### src/rtl/vga_draw_arbiter.sv
// Round-robin arbiter sharing the vga_adapter write port between two
// filled-rectangle requesters; scans one pixel per clock with screen clipping.
module vga_draw_arbiter #(
    parameter int COLOR_DEPTH = 3,
    parameter int nX          = 8,
    parameter int nY          = 7,
    parameter int COLS        = 160,
    parameter int ROWS        = 120
) (
    input  logic                   clock,
    input  logic                   resetn,
    input  logic                   req0,
    input  logic [nX-1:0]          x0_0,
    input  logic [nY-1:0]          y0_0,
    input  logic [nX-1:0]          w_0,
    input  logic [nY-1:0]          h_0,
    input  logic [COLOR_DEPTH-1:0] col_0,
    output logic                   ack0,
    output logic                   done0,
    input  logic                   req1,
    input  logic [nX-1:0]          x0_1,
    input  logic [nY-1:0]          y0_1,
    input  logic [nX-1:0]          w_1,
    input  logic [nY-1:0]          h_1,
    input  logic [COLOR_DEPTH-1:0] col_1,
    output logic                   ack1,
    output logic                   done1,
    output logic [nX-1:0]          x,
    output logic [nY-1:0]          y,
    output logic [COLOR_DEPTH-1:0] colour,
    output logic                   plot,
    output logic                   busy
);

    localparam logic [1:0] S_IDLE = 2'd0;
    localparam logic [1:0] S_DRAW = 2'd1;
    localparam logic [1:0] S_DONE = 2'd2;

    logic [1:0]             r_state;
    logic                   r_last;
    logic                   r_owner;
    logic [nX-1:0]          r_x0;
    logic [nY-1:0]          r_y0;
    logic [nX-1:0]          r_w;
    logic [nY-1:0]          r_h;
    logic [COLOR_DEPTH-1:0] r_col;
    logic [nX-1:0]          r_cx;
    logic [nY-1:0]          r_cy;

    logic                   w_gnt_valid;
    logic                   w_gnt;
    logic [nX-1:0]          w_sel_x0;
    logic [nY-1:0]          w_sel_y0;
    logic [nX-1:0]          w_sel_w;
    logic [nY-1:0]          w_sel_h;
    logic [COLOR_DEPTH-1:0] w_sel_col;
    logic                   w_sel_empty;
    logic                   w_row_end;
    logic                   w_last_px;
    logic [nX-1:0]          w_nx_cx;
    logic [nY-1:0]          w_nx_cy;
    logic [nX-1:0]          w_base_x;
    logic [nY-1:0]          w_base_y;
    logic [nX-1:0]          w_off_x;
    logic [nY-1:0]          w_off_y;
    logic [nX:0]            w_sum_x;
    logic [nY:0]            w_sum_y;
    logic                   w_vis;

    always_comb begin
        w_gnt_valid = req0 | req1;
        w_gnt       = (req0 && req1) ? ~r_last : req1;
        w_sel_x0    = w_gnt ? x0_1  : x0_0;
        w_sel_y0    = w_gnt ? y0_1  : y0_0;
        w_sel_w     = w_gnt ? w_1   : w_0;
        w_sel_h     = w_gnt ? h_1   : h_0;
        w_sel_col   = w_gnt ? col_1 : col_0;
        w_sel_empty = (w_sel_w == '0) || (w_sel_h == '0);

        w_row_end = (r_cx == r_w - nX'(1));
        w_last_px = w_row_end && (r_cy == r_h - nY'(1));
        w_nx_cx   = w_row_end ? '0 : r_cx + nX'(1);
        w_nx_cy   = w_row_end ? r_cy + nY'(1) : r_cy;

        // Pixel registered at the next edge: origin of the winner when granting,
        // otherwise the successor of the pixel currently on the outputs.
        w_base_x = (r_state == S_IDLE) ? w_sel_x0 : r_x0;
        w_base_y = (r_state == S_IDLE) ? w_sel_y0 : r_y0;
        w_off_x  = (r_state == S_IDLE) ? '0 : w_nx_cx;
        w_off_y  = (r_state == S_IDLE) ? '0 : w_nx_cy;
        w_sum_x  = {1'b0, w_base_x} + {1'b0, w_off_x};
        w_sum_y  = {1'b0, w_base_y} + {1'b0, w_off_y};
        w_vis    = (w_sum_x < (nX+1)'(COLS)) && (w_sum_y < (nY+1)'(ROWS));
    end

    always_ff @(posedge clock or negedge resetn) begin
        if (!resetn) begin
            r_state <= S_IDLE;
            r_last  <= 1'b1;
            r_owner <= 1'b0;
            r_x0    <= '0;
            r_y0    <= '0;
            r_w     <= '0;
            r_h     <= '0;
            r_col   <= '0;
            r_cx    <= '0;
            r_cy    <= '0;
            ack0    <= 1'b0;
            ack1    <= 1'b0;
            done0   <= 1'b0;
            done1   <= 1'b0;
            x       <= '0;
            y       <= '0;
            colour  <= '0;
            plot    <= 1'b0;
            busy    <= 1'b0;
        end else begin
            ack0  <= 1'b0;
            ack1  <= 1'b0;
            done0 <= 1'b0;
            done1 <= 1'b0;
            plot  <= 1'b0;
            case (r_state)
                S_IDLE: begin
                    if (w_gnt_valid) begin
                        r_x0    <= w_sel_x0;
                        r_y0    <= w_sel_y0;
                        r_w     <= w_sel_w;
                        r_h     <= w_sel_h;
                        r_col   <= w_sel_col;
                        r_last  <= w_gnt;
                        r_owner <= w_gnt;
                        ack0    <= ~w_gnt;
                        ack1    <= w_gnt;
                        busy    <= 1'b1;
                        if (w_sel_empty) begin
                            r_state <= S_DONE;
                        end else begin
                            r_state <= S_DRAW;
                            r_cx    <= '0;
                            r_cy    <= '0;
                            x       <= w_sum_x[nX-1:0];
                            y       <= w_sum_y[nY-1:0];
                            colour  <= w_sel_col;
                            plot    <= w_vis;
                        end
                    end
                end
                S_DRAW: begin
                    if (w_last_px) begin
                        r_state <= S_DONE;
                        done0   <= ~r_owner;
                        done1   <= r_owner;
                    end else begin
                        r_cx <= w_nx_cx;
                        r_cy <= w_nx_cy;
                        x    <= w_sum_x[nX-1:0];
                        y    <= w_sum_y[nY-1:0];
                        plot <= w_vis;
                    end
                end
                S_DONE: begin
                    // Ack still showing means an empty rectangle just arrived:
                    // hold one more cycle so done follows ack by one cycle.
                    if (ack0 || ack1) begin
                        done0 <= ~r_owner;
                        done1 <= r_owner;
                    end else begin
                        r_state <= S_IDLE;
                        busy    <= 1'b0;
                    end
                end
                default: begin
                    r_state <= S_IDLE;
                    busy    <= 1'b0;
                end
            endcase
        end
    end

endmodule

### config.mk
export PLATFORM = sky130hd
export DESIGN_NAME = vga_draw_arbiter
export DESIGN_NICKNAME = d
export VERILOG_FILES = /design/src/rtl/vga_draw_arbiter.sv
export SDC_FILE = /design/constraint.sdc
export NUM_CORES = 1
export LEC_CHECK = 0
export ABC_CLOCK_PERIOD_IN_PS = 3700
export BUFFER_PORTS_ARGS = -buffer_cell sky130_fd_sc_hd__buf_2
export CAP_MARGIN = 30
export CORE_ASPECT_RATIO = 2
export CORE_MARGIN = 3
export CORE_UTILIZATION = 45
export CTS_BUF_LIST = sky130_fd_sc_hd__clkbuf_8
export CTS_CLUSTER_SIZE = 20
export DETAILED_ROUTE_END_ITERATION = 12
export PLACE_DENSITY = 0.75
export RECOVER_POWER = 100
export REMOVE_ABC_BUFFERS = 1
export SETUP_SLACK_MARGIN = 0.3
export SYNTH_ARGS = -nofsm -noshare
export SYNTH_HDL_FRONTEND = slang
export SYNTH_SLANG_ARGS = --single-unit
### constraint.sdc
create_clock -name clock -period 3.7 [get_ports clock]
set_input_delay 0 -clock clock [delete_from_list [all_inputs] [get_ports clock]]
set_output_delay 0 -clock clock [all_outputs]
set_load 0.02 [all_outputs]
After elaboration in Yosys (flattened, before gate mapping)
Cells that the tools add are included.
{ "word_totals": {"inputBits": 70, "elab_cells": 105, "output_inout_bits": 24, "register_bits": 73} }
{ "classes": {"bitwise": 6, "reduce_logical": 14, "eq_ne": 9, "mux": 50, "n_addsub": 6, "order_cmp": 2} }
{ "ops": {"columns": ["operator", "count"], "rows": [
  ["8-bit two-way mux", 11],
  ["7-bit two-way mux", 11],
  ["8-bit one-hot mux with 2 select lines", 2],
  ["7-bit one-hot mux with 2 select lines", 2],
  ["1-bit two-way mux", 14],
  ["2-bit inequality test (second input constant)", 5],
  ["8-bit by 8-bit adder with 9-bit output", 1],
  ["9-bit by 8-bit < comparator with 1-bit output (second input constant)", 1],
  ["3-bit AND reduction", 3],
  ["7-bit by 7-bit adder with 8-bit output", 1],
  ["8-bit by 1-bit adder with 8-bit output (second input constant)", 1],
  ["8-bit equality test", 1],
  ["8-bit zero test", 1],
  ["8-bit by 7-bit < comparator with 1-bit output (second input constant)", 1],
  ["2-bit two-way mux", 4],
  ["8-bit by 1-bit subtractor with 8-bit output (second input constant)", 1],
  ["7-bit by 1-bit adder with 7-bit output (second input constant)", 1],
  ["7-bit equality test", 1],
  ["7-bit zero test", 1],
  ["7-bit by 1-bit subtractor with 7-bit output (second input constant)", 1],
  ["1-bit one-hot mux with 2 select lines", 3],
  ["2-bit one-hot mux with 3 select lines", 1],
  ["1-bit NOT", 5],
  ["4-bit AND reduction", 1],
  ["10 further kinds", 13]
]} }

Longest topological paths before layout
Gate-level depths: netlist (run 1).
{ "logic_depth": {"depth_word": 10, "depth_mapped": 18, "mapped_depth_nobuf": 17} }

Worst setup path after synthesis (run 1)
No wires, ideal clock.
{ "synth_path": {"path_kind": "register to register", "start": "register r_w[0]", "end": "register plot", "arrival_time_ps": 3732, "period_less_slack_ps": 3837, "required_time_ps": 3595, "stages_incl_launch_ff": 19, "path_slack_ps": -137, "path_buffers": 1, "setup_ps": 105, "cell_sequence": "dfrtp_1 -> inv_1 -> ha_1 -> xor2_1 -> nand4_1 -> nor2_1 -> nand2_1 -> nand2b_1 -> clkbuf_1 -> nor2_1 -> ha_1 -> fa_1 -> a21o_1 -> a21oi_1 -> o21bai_1 -> a21oi_1 -> nor3b_1 -> a211oi_1 -> nor4b_1"} }
{ "synth_between": {"elab_chain_cells": 10, "elab_cells_between_ends": 16, "classes_between": "3 x add/sub; 2 x order compare; 1 x eq/ne; 8 x mux; 2 x reduce/logical"} }
{ "synth_lines": {"columns": ["item", "line", "source"], "rows": [
  ["from (decl)", "44", "logic [nX-1:0] r_w;"],
  ["from (signal assigned)", "128", "r_w <= w_sel_w;"],
  ["8-bit by 1-bit subtractor with 8-bit output (*)", "80", "w_row_end = (r_cx == r_w - nX'(1));"],
  ["8-bit equality test (*)", "80", null],
  ["8-bit two-way mux or 7-bit two-way mux (tied branches)", "82, 83", null],
  ["8-bit two-way mux or 7-bit two-way mux (tied branches)", "89, 90", null],
  ["8-bit by 8-bit adder with 9-bit output or 7-bit by 7-bit adder with 8-bit output (tied branches)", "91, 92", null],
  ["9-bit by 8-bit < comparator with 1-bit output or 8-bit by 7-bit < comparator with 1-bit output (tied branches)", "93", "w_vis = (w_sum_x < (nX+1)'(COLS)) && (w_sum_y < (nY+1)'(ROWS));"],
  ["1-bit logical AND", "93", null],
  ["1-bit two-way mux", "136", "if (w_sel_empty) begin"],
  ["1-bit two-way mux", "125", "if (w_gnt_valid) begin"],
  ["1-bit one-hot mux with 2 select lines (*)", "123", "case (r_state)"],
  ["to (signal assigned)", "145", "plot <= w_vis;"],
  ["to (signal assigned)", "159", "plot <= w_vis;"],
  ["to (decl)", "31", "output logic plot,"]
]} }
Every way passes the cells marked *; elsewhere a longest branch is shown, timed or not.
A chain may end at the register's enable or synchronous reset.

Worst setup path after layout (run 1)
{ "layout_path": {"start": "register r_cx[4]", "end": "register y[6]"} }
{ "layout_between": {"elab_chain_cells": 7, "elab_cells_between_ends": 11, "classes_between": "1 x add/sub; 2 x eq/ne; 6 x mux; 2 x reduce/logical"} }
{ "layout_lines": {"columns": ["item", "line", "source"], "rows": [
  ["from (decl)", "47", "logic [nX-1:0] r_cx;"],
  ["from (signal assigned)", "155", "r_cx <= w_nx_cx;"],
  ["8-bit equality test (*)", "80", null],
  ["7-bit two-way mux", "83", "w_nx_cy = w_row_end ? r_cy + nY'(1) : r_cy;"],
  ["7-bit two-way mux", "90", "w_off_y = (r_state == S_IDLE) ? '0 : w_nx_cy;"],
  ["7-bit by 7-bit adder with 8-bit output", "92", "w_sum_y = {1'b0, w_base_y} + {1'b0, w_off_y};"],
  ["7-bit two-way mux", "136", null],
  ["7-bit two-way mux", "125", null],
  ["7-bit one-hot mux with 2 select lines", "123", null],
  ["to (signal assigned)", "143", "y <= w_sum_y[nY-1:0];"],
  ["to (signal assigned)", "158", "y <= w_sum_y[nY-1:0];"],
  ["to (decl)", "29", "output logic [nY-1:0] y,"]
]} }
Every way passes the cells marked *; elsewhere a longest branch is shown, timed or not. The select of a mux whose other input is x is not followed.

==> summary.txt, run 1 <==
Nets = 815
cell accounting for the most synthesized area = dfrtp_1
number of enable flip-flop cells after synthesis = 0
crit path to = y[6]
met3 Use GR = 4.66%
RSZ-0062 raised after global routing = true
final setup fails = 0
antenna violations before repair = 0
register area share after synthesis = 37.0%
Critical Path Start Type = flop
post-synthesis average cell area = 8.99 um^2
CP endpoint kind = flop
Worst Tran Pin Value = 1980 ps
router iterations before antenna repair = 6
Critical Path AT = 3690 ps
Initial Utilization = 46.6%
I/O pins = 94
Worst VDD drop = 0.518 mV
PD cells = 738 nW/um^2
Final Skew = 10.9 ps
routed vias/inst = 5.60
synthesized flop and latch total = 73
CP Data Required Time = 3930 ps
status = complete, but fails checks
vias in the first global route = 5035
Final TNS setup = 0 ps
post-DR wirelength/cell = 16.0 um
CP startpoint = r_cx[4]
first-pass GRT wire length = 22.6 mm
ys flop type = dfrtp_1
final hold violations = 0
period utilization = 93.6%
Site Rows = 53
PortBufs = 93
fmax = 289 MHz
total track usage = 23.1%
fin crit period = 3460 ps
count leader, synth = dfrtp_1
top cell type's share of synthesized area = 36.4%
synth warn = 0
Max FO, Critical Path = 7
Max Cap Viol = 1
DRC viols = 0
worst flop-to-flop path startpoint = r_cx[4]
Fill cells = 912
DP Worst Slack = -175 ps
clk root buf = clkbuf_8
core footprint = 10600 um^2
chip height = 154 um
Antenna diodes = 0
aggregate global routing overflow = 0
CTS tree = yes
ys async rst share = 100%
Post-Syn Area = 4940 um^2
die area = 12400 um^2
kind of critical path = flop to flop
share of layout cells above drive strength 1 = 24.5%
maximum buffer depth of the clock tree = 2
R2R Setup Slk = 240 ps
violated checks = max-capacitance violations, max-slew violations
Antenna Nets Post-Route = 0
largest net degree at the start of global routing = 66
Leak = 3.02 nW
vias = 4820
grt met1 use = 22.7%
met2 GRT Util = 42.0%
CTS buffer count = 9
clock sink total = 73
Die W = 80.1 um
Area Overhead vs Synth = 34.6%
Reg-to-Reg End = y[6]
gpl congestion = 0.872
min-delay worst type = input port to flop
max-slew violations = 35
worst setup slack after layout = 235 ps
number of H-tree levels = 3
Initial DRC Count = 148
Clock Latency Late Sink = 350 ps
Post-Route WL = 13.8 mm
most frequent cells after synthesis = dfrtp_1 (72), nand2_1 (59), o21ai_0 (54)
Reg clk slew, reported paths = 70 ps
Post-Synthesis Cells = 550
synth top area cells = dfrtp_1 (36%), mux2i_1 (6.9%), ha_1 (5.6%), o21ai_0 (5.5%), nand2_1 (4.5%)
Most Crowded Layer GR = met2
Slew HR = -32.1%
distinct cell type count after synthesis = 55
reg2reg path depth = 16
DP HPWL = 9.64 mm
## power by group
group | internal (mW) | total, mW | switching [mW]
clock | 0.285 | 0.563 | 0.278
combinational | 1.32 | 2.98 | 1.66
sequential | 1.12 | 1.37 | 0.243
total | 2.73 | 4.91 | 2.18
## layout make-up
cell class	count	area (um^2)	share of cell area (%)
Inverter	16	60.1	0.903
Multi-Input combinational cell	428	3100	46.5
Clock buffer	12	165	2.48
Clock inverter	1	3.75	0.0564
Sequential cell	73	1830	27.5
Tap cell	137	171	2.58
Timing Repair Buffer	193	1330	20.0
## critical path, cell delays in order, from the launching register on
cell	delay, ps
dfrtp_1	490
xor2_2	220
a311o_1	370
a21o_1	210
nor3_4	160
buf_6	140
xnor2_2	100
nor2_1	60
ha_2	190
fa_2	350
a21o_1	180
a21oi_2	160
o21bai_1	80
a21oi_1	180
xnor2_1	100
buf_4	130
mux2_4	240
## state kept, by name (all words and copies together) (netlist names), 2 cells and up
name / flops
r_cx: 8
r_w: 8
r_x0: 8
x: 8
r_cy: 7
r_h: 7
r_y0: 7
y: 7
colour: 3
r_state: 2
## cells in the final DEF (no fill, tap or decap), types with 6 or more instances in the layout
cell type	synthesis	final
dfrtp_1	72	72
buf_2	1	68
nand2_1	59	59
dlygate4sd3_1	0	54
o21ai_0	54	52
nor2_1	47	42
buf_4	0	38
mux2i_1	34	34
a21oi_1	39	32
clkbuf_1	27	28
ha_1	22	19
xnor2_1	22	18
inv_1	16	15
xor2_1	17	15
clkbuf_8	0	12
nand3_1	10	10
nand4_1	8	8
mux2_1	0	8
mux2_2	9	8
a31o_2	7	7
and3_1	7	7
a21o_1	7	7
nand2b_1	6	6
a21oi_2	0	6
## layer usage
metal / wire [um] / part of all wire [%]
met5: 0 / 0
met3: 584 / 4.2
met2: 7500 / 55
met4: 747 / 5.4
met1: 4920 / 36
## per-stage QoR
| stage | total power, mW | cell area [um^2] | instances | util [%] | hold WS, ps |
|---|---|---|---|---|---|
| 5_1_grt | 5.33 | 6650 | 860 | 62.7 | 8.98 |
| 2_1_floorplan | 3.21 | 4800 | 517 | - | -296 |
| 3_3_place_gp | 3.92 | 5660 | 772 | 53.4 | 120 |
| 3_5_place_dp | 4.03 | 5660 | 772 | 53.4 | 139 |
| 6_report | 4.91 | 6650 | 860 | 62.7 | 8.98 |
| 4_1_cts | 4.85 | 6540 | 848 | 61.7 | 0.789 |
## worst min path at each step
stage          startpoint       to  depth (start not counted)
6_report          x0_1[2]  r_x0[2]                          3
3_5_place_dp       resetn  r_y0[0]                          1
4_1_cts           x0_0[0]  r_x0[0]                          3
3_3_place_gp       resetn  r_y0[0]                          1
5_1_grt            w_1[6]   r_w[6]                          3
2_1_floorplan      resetn     ack0                          0
## logic make-up after synthesis
| kind of cell | after synthesis | synth area share, % |
|---|---|---|
| xor+xnor | 39 | 6.91 |
| simple gates | 170 | 16.7 |
| fa+ha+maj | 24 | 6.38 |
| mux | 51 | 11.4 |
| compound gates | 144 | 17.7 |
| flops | 73 | 37.0 |
| buf+inv | 49 | 4.05 |
## repair_timing
item | 4_1_cts | 5_1_grt
hold endpoints to repair | 59 | 1
hold buffers | 52 | 2
pin swaps | 8 | 19
setup buffers | 10 | 10
gates cloned | 1 | 0
setup endpoints to repair | 6 | 16
gates resized for setup | 25 | 22
Note: power is estimated with default switching activity, not from simulation.
==> run 2, diff against run 1 <==
--- a/config.mk
+++ b/config.mk
@@ -8,13 +8,15 @@
 export ABC_CLOCK_PERIOD_IN_PS = 3700
 export BUFFER_PORTS_ARGS = -buffer_cell sky130_fd_sc_hd__buf_2
 export CAP_MARGIN = 30
+export CELL_PAD_IN_SITES_DETAIL_PLACEMENT = 0
+export CELL_PAD_IN_SITES_GLOBAL_PLACEMENT = 1
 export CORE_ASPECT_RATIO = 2
 export CORE_MARGIN = 3
-export CORE_UTILIZATION = 45
+export CORE_UTILIZATION = 39
 export CTS_BUF_LIST = sky130_fd_sc_hd__clkbuf_8
 export CTS_CLUSTER_SIZE = 20
 export DETAILED_ROUTE_END_ITERATION = 12
-export PLACE_DENSITY = 0.75
+export PLACE_DENSITY = 0.83
 export RECOVER_POWER = 100
 export REMOVE_ABC_BUFFERS = 1
 export SETUP_SLACK_MARGIN = 0.3
==> run 2 against run 1 <==
  * Wire length shrank 1.4%
  * Largest cell class unchanged
  * Sequential power about the same
  * Combinational power is 3% lower
  * Worst setup slack gained 40 ps
  * Fmax grew 1.2%
  * Total power barely moved
  * Critical path type unchanged
  * Highest routed layer unchanged
  * Critical path depth rose by 2
  * Count of clock-buffer cells in the layout decreased by 2
  * Hold slack worse by 7.1 ps
  * Non-clock buffer count down 1
  * The flow still finishes with violations (max-capacitance violations, max-slew violations)
==> summary.txt, run 2 (synthesized netlist as in run 1, its figures left out) <==
status = complete, but fails checks
violated checks = max-capacitance violations, max-slew violations
Antenna Nets Post-Route = 0 (unchanged)
Nets = 814 (-0.12%)
multi-input combinational cell area = 3060 um^2 (-1.3%)
DP HPWL = 9.92 mm (+2.9%)
Fill cells = 1191 (+31%)
fmax = 292 MHz (+1.2%)
I/O pins = 94 (unchanged)
worst flop-to-flop path startpoint = r_w[1]
core footprint = 12300 um^2 (+16%)
Area Overhead vs Synth = 34.9%
slowest stage delay, CP = 400 ps (-90 ps)
router iterations before antenna repair = 4 (-2)
Die W = 85.6 um (+6.9%)
clock sink total = 73 (unchanged)
largest net degree at the start of global routing = 66 (unchanged)
RSZ-0062 raised after global routing = true
Antenna diodes = 0 (unchanged)
PD cells = 736 nW/um^2 (-0.18%)
fin area = 6670 um^2 (+0.19%)
CP max stage cell = dfrtp_1
number of H-tree levels = 3 (unchanged)
CTS buffer count = 9 (unchanged)
Critical Path AT = 3700 ps (about the same)
most common cell after layout, fill and taps aside = dfrtp_1
kind of critical path = flop to flop
total track usage = 19.3% (-3.9 points)
hold_sp = y0_1[6]
gpl congestion = 0.856 (-1.8%)
Worst Tran Pin Value = 1970 ps (-9.73 ps)
Final Skew = 17.1 ps (+6.17 ps)
aggregate global routing overflow = 0 (unchanged)
Slew HR = -31.4% (+0.65 points)
Initial Utilization = 40.3% (-6.3 points)
chip height = 165 um (+7.1%)
PortBufs = 93 (unchanged)
CP endpoint kind = flop
CP Data Required Time = 3970 ps (+40 ps)
Post-Route WL = 13.6 mm (-1.4%)
Critical Path Start Type = flop
final core occ = 54.3% (-8.4 points)
DP Area = 5670 um^2 (+0.13%)
final hold violations = 0 (unchanged)
leading cell types in the layout, fill and taps excluded = dfrtp_1 (70), buf_2 (68), dlygate4sd3_1 (61)
post-DR wirelength/cell = 15.6 um (-2.7%)
CTS tree = yes
vias in the first global route = 4758 (-5.5%)
final setup fails = 0 (unchanged)
Max FO, Critical Path = 3 (-4)
Leak = 3.01 nW (-0.39%)
Site Rows = 57 (+7.5%)
vias = 4657 (-3.4%)
routed vias/inst = 5.34 (-4.7%)
antenna violations before repair = 0 (unchanged)
Worst VDD drop = 0.424 mV (-18%)
first-pass GRT wire length = 21.7 mm (-4.1%)
fin crit period = 3420 ps (-40.5 ps)
max-slew violations = 37 (+5.7%)
CP startpoint = r_w[1]
die area = 14100 um^2 (+14%)
clk root buf = clkbuf_8
Initial DRC Count = 198 (+34%)
min-delay worst type = input port to flop
Max Cap Viol = 1 (unchanged)
DRC viols = 0 (unchanged)
Reg clk slew, reported paths = 80 ps (about the same)
period utilization = 92.5% (-1.1 points)
maximum buffer depth of the clock tree = 2 (unchanged)
share of layout cells above drive strength 1 = 24.4% (-0.068 points)
crit path cell chain = buf_4, nor3_2, nand2_2, xnor2_2, buf_4, nor3_4, buf_6, xnor2_2, nor2_1, ha_2, fa_2, a21o_1, a21oi_2, o21bai_1, a21oi_2, xnor2_1, a41oi_1, nor4b_2
FF+latch area = 1830 um^2 (+0.14%)
Clock Latency Late Sink = 370 ps (+20 ps)
-- run 2: area by class of cell --
class | count | area share, %
tap | 147 | 2.76
multi-input combinational | 428 | 45.8
inverter | 16 | 0.901
sequential | 73 | 27.5
clock buffer | 10 | 2.06
clock inverter | 6 | 1.01
timing repair buffer | 192 | 20.0
-- run 2: critical path: cells and delay by family, from the launching register on --
family / cells / cell delay, ps
AO/OA/AOI/OAI: 5 / 750
XOR/XNOR: 3 / 360
adder cells (fa/ha/maj): 2 / 530
buffers and inverters: 3 / 430
flip-flops: 1 / 400
AND/OR/NAND/NOR: 5 / 870
-- run 2: final timing paths --
path,endpoint,slack [ps],cells after the start
min,r_y0[6],2,3
min in group asynchronous,r_h[4],730,2
max,plot,280,18
max reg2reg,plot,280,18
min reg2reg,done0,470,1
max in group asynchronous,r_w[2],1070,3
-- run 2: through the flow --
step                setup TNS (ps)  cells  worst slack, ps  hold WS (ps)  total power, mW
floorplan                   -44730    517            -1690          -296             3.21
global route                     0    872             85.2          19.7             5.32
global placement                 0    783             78.3           121             3.94
CTS                              0    868              274          3.34             4.93
finish                           0    872              276          1.88             4.91
detailed placement           -89.0    783            -89.0           141             4.04
-- run 2: what timing repair did --
action                                 4_1_cts  5_1_grt
buffers inserted                             8        4
gates resized for setup                     20       26
hold buffers                                61        0
endpoints found under the hold margin       65        0
setup endpoints to repair                    5       19
pin swaps                                    9        5
-- run 2: where the power goes --
part / leakage [nW] / internal [mW] / switching [mW]
registers: 0.909 / 1.12 / 0.237
clock network: 0.0985 / 0.331 / 0.320
logic: 2.00 / 1.26 / 1.63
total: 3.01 / 2.72 / 2.19
-- run 2: metal layers --
layer | vias up | part of all wire [%] | track usage, %
met5 | - | 0 | 0
met2 | 111 | 56 | 37.0
met1 | 2213 | 37 | 20.1
met3 | 33 | 3.4 | 2.23
li1 | 2300 | - | -
met4 | 0 | 3.2 | 9.80
==> run 3, diff against run 2 <==
--- a/config.mk
+++ b/config.mk
@@ -5,7 +5,7 @@
 export SDC_FILE = /design/constraint.sdc
 export NUM_CORES = 1
 export LEC_CHECK = 0
-export ABC_CLOCK_PERIOD_IN_PS = 3700
+export ABC_CLOCK_PERIOD_IN_PS = 3150
 export BUFFER_PORTS_ARGS = -buffer_cell sky130_fd_sc_hd__buf_2
 export CAP_MARGIN = 30
 export CELL_PAD_IN_SITES_DETAIL_PLACEMENT = 0
@@ -14,6 +14,7 @@
 export CORE_MARGIN = 3
 export CORE_UTILIZATION = 39
 export CTS_BUF_LIST = sky130_fd_sc_hd__clkbuf_8
+export CTS_CLUSTER_DIAMETER = 120
 export CTS_CLUSTER_SIZE = 20
 export DETAILED_ROUTE_END_ITERATION = 12
 export PLACE_DENSITY = 0.83
==> constraint.sdc (replaced) <==
create_clock -name clock -period 3.15 [get_ports clock]
set_input_delay 0 -clock clock [delete_from_list [all_inputs] [get_ports clock]]
set_output_delay 0 -clock clock [all_outputs]
set_load 0.02 [all_outputs]
==> run 3 against run 2 <==
  * The run ends with negative hold slack, max-capacitance violations, max-slew violations, negative setup slack left
  * Critical path depth stayed put
  * Combinational power grew 38%
  * Count of clock-buffer cells in the layout stayed put
  * Via count rose by 3.3%
  * Global-route usage rose by 1.7 points
  * Non-clock buffer count grew 28
  * Largest cell class unchanged
==> summary.txt, run 3 (synthesized netlist as in run 1, its figures left out) <==
CP endpoint kind = flop
gpl congestion = 0.861 (+0.56%)
clk root buf = clkbuf_8
most common cell after layout, fill and taps aside = dfrtp_1
Nets = 842 (+3.4%)
Slew HR = -15.6% (+16 points)
Leak = 3.20 nW (+6.5%)
fmax = 294 MHz (+0.65%)
routed vias/inst = 5.35 (+0.16%)
period utilization = 108% (+15 points)
PD cells = 895 nW/um^2 (+22%)
slowest stage delay, CP = 410 ps (about the same)
Critical Path AT = 3640 ps (-60 ps)
RSZ-0062 raised after global routing = true
aggregate global routing overflow = 0 (unchanged)
Area Overhead vs Synth = 40.9%
Site Rows = 57 (unchanged)
worst setup slack after layout = -252 ps (-528 ps)
number of H-tree levels = 3 (unchanged)
router iterations before antenna repair = 5 (+1)
largest net degree at the start of global routing = 74 (+12%)
final setup fails = 19 (+19)
maximum buffer depth of the clock tree = 2 (unchanged)
vias = 4809 (+3.3%)
crit path cell chain = inv_2, ha_4, a21oi_2, a311o_1, a21o_1, nor3_2, buf_4, xnor2_2, nor2_1, ha_2, fa_2, a21o_1, a21oi_2, o21bai_1, a21oi_1, xnor2_1, buf_4, mux2_4
antenna violations before repair = 0 (unchanged)
Critical Path Start Type = flop
Fin Hold WS = -6.21 ps (-8.10 ps)
DRC viols = 0 (unchanged)
core footprint = 12300 um^2 (unchanged)
CP Data Required Time = 3390 ps (-580 ps)
Worst VDD drop = 0.498 mV (+18%)
fin crit period = 3400 ps (-22.2 ps)
min-delay worst type = input port to flop
Post-Route WL = 14.3 mm (+5.5%)
Clock Latency Late Sink = 360 ps (about the same)
Max FO, Critical Path = 4 (+1)
CP startpoint = r_w[1]
share of layout cells above drive strength 1 = 30.2% (+5.8 points)
CTS buffer count = 9 (unchanged)
status = complete, but fails checks
clock sink total = 73 (unchanged)
Worst Tran Pin Value = 1730 ps (-237 ps)
FF+latch area = 1830 um^2 (unchanged)
Antenna Nets Post-Route = 0 (unchanged)
worst flop-to-flop path startpoint = r_w[1]
Max Cap Viol = 2 (+1)
violated checks = negative hold slack, max-capacitance violations, max-slew violations, negative setup slack
I/O pins = 94 (unchanged)
final hold violations = 1 (+1)
Final Skew = 15.2 ps (-1.88 ps)
first-pass GRT wire length = 23.5 mm (+8.2%)
DP Area = 5940 um^2 (+4.7%)
multi-input combinational cell area = 3170 um^2 (+3.8%)
CTS tree = yes
Antenna diodes = 0 (unchanged)
Fill cells = 1133 (-4.9%)
kind of critical path = flop to flop
total track usage = 20.9% (+1.7 points)
max-slew violations = 57 (+54%)
hold_sp = w_1[5]
Die W = 85.6 um (unchanged)
DP HPWL = 10.3 mm (+3.7%)
Reg clk slew, reported paths = 70 ps (about the same)
reg2reg path depth = 18 (unchanged)
chip height = 165 um (unchanged)
leading cell types in the layout, fill and taps excluded = dfrtp_1 (70), buf_2 (69), buf_4 (61)
vias in the first global route = 4990 (+4.9%)
PortBufs = 93 (unchanged)
Initial Utilization = 40.3% (unchanged)
post-DR wirelength/cell = 15.9 um (+2.3%)
CP max stage cell = dfrtp_1
die area = 14100 um^2 (unchanged)
hold path depth = 3 (unchanged)
Initial DRC Count = 228 (+15%)
fin area = 6970 um^2 (+4.5%)
## run 3: changes by cell type in the layout (fill, tap and decap cells not counted), sizes merged
cell         change
clkinv           +1
clkinvlp         -2
dlygate4sd3      -7
inv              +1
buf             +35
bufinv           -1
## run 3: report_power, final
part | internal [mW] | switching, mW
logic | 1.89 | 2.12
clock network | 0.295 | 0.346
registers | 1.33 | 0.266
total | 3.51 | 2.73
## run 3: what timing repair did
item | 4_1_cts | 5_1_grt
endpoints found under the setup margin | 18 | 23
pin swaps | 19 | 9
setup buffers | 10 | 4
resized for setup | 51 | 14
endpoints found under the hold margin | 100 | 0
gates cloned | 0 | 0
hold buffers | 54 | 0
## run 3: metrics by stage
stage	setup WS (ps)	instances	TNS [ps]	power, mW	utilization (%)
after floorplan	-2240	517	-81840	3.77	-
after global placement	-341	815	-1380	4.92	48.4
after detailed placement	-393	815	-1930	5.06	48.4
after CTS	-172	894	-538	6.19	56.5
after global routing	-475	899	-7390	6.73	56.8
final	-252	899	-1290	6.24	56.8
## run 3: cell type report
cell class              instances  area share, %
inverters                      16          0.862
repair buffers                220           22.4
clock inverters                 5          0.341
well taps                     147           2.64
clock buffers                  10           1.98
flip-flops and latches         73           26.3
multi-input cells             428           45.5
## run 3: final timing paths
path / end / slack (ps)
setup / recovery: y[6] / -250
hold / removal: r_w[5] / -6
setup reg to reg: y[6] / -250
hold reg to reg: done0 / 470
max in group asynchronous: r_w[2] / 580
min in group asynchronous: y[0] / 710
## run 3: metal layers
| layer | global-route usage [%] | vias up | wire length (um) |
|---|---|---|---|
| met5 | 0 | - | 0 |
| met4 | 9.58 | 0 | 425 |
| met3 | 2.63 | 27 | 582 |
| met2 | 40.7 | 125 | 8160 |
| met1 | 21.6 | 2301 | 5140 |
| li1 | - | 2356 | - |
## run 3: critical path: cells and delay by family, from the launching register on
family                   cells  cell delay [ps]
AND/OR/NAND/NOR              2              190
buffers and inverters        3              390
adder cells (fa/ha/maj)      3              690
AO/OA/AOI/OAI                7             1160
flip-flops                   1              410
XOR/XNOR                     2              210
multiplexers                 1              240
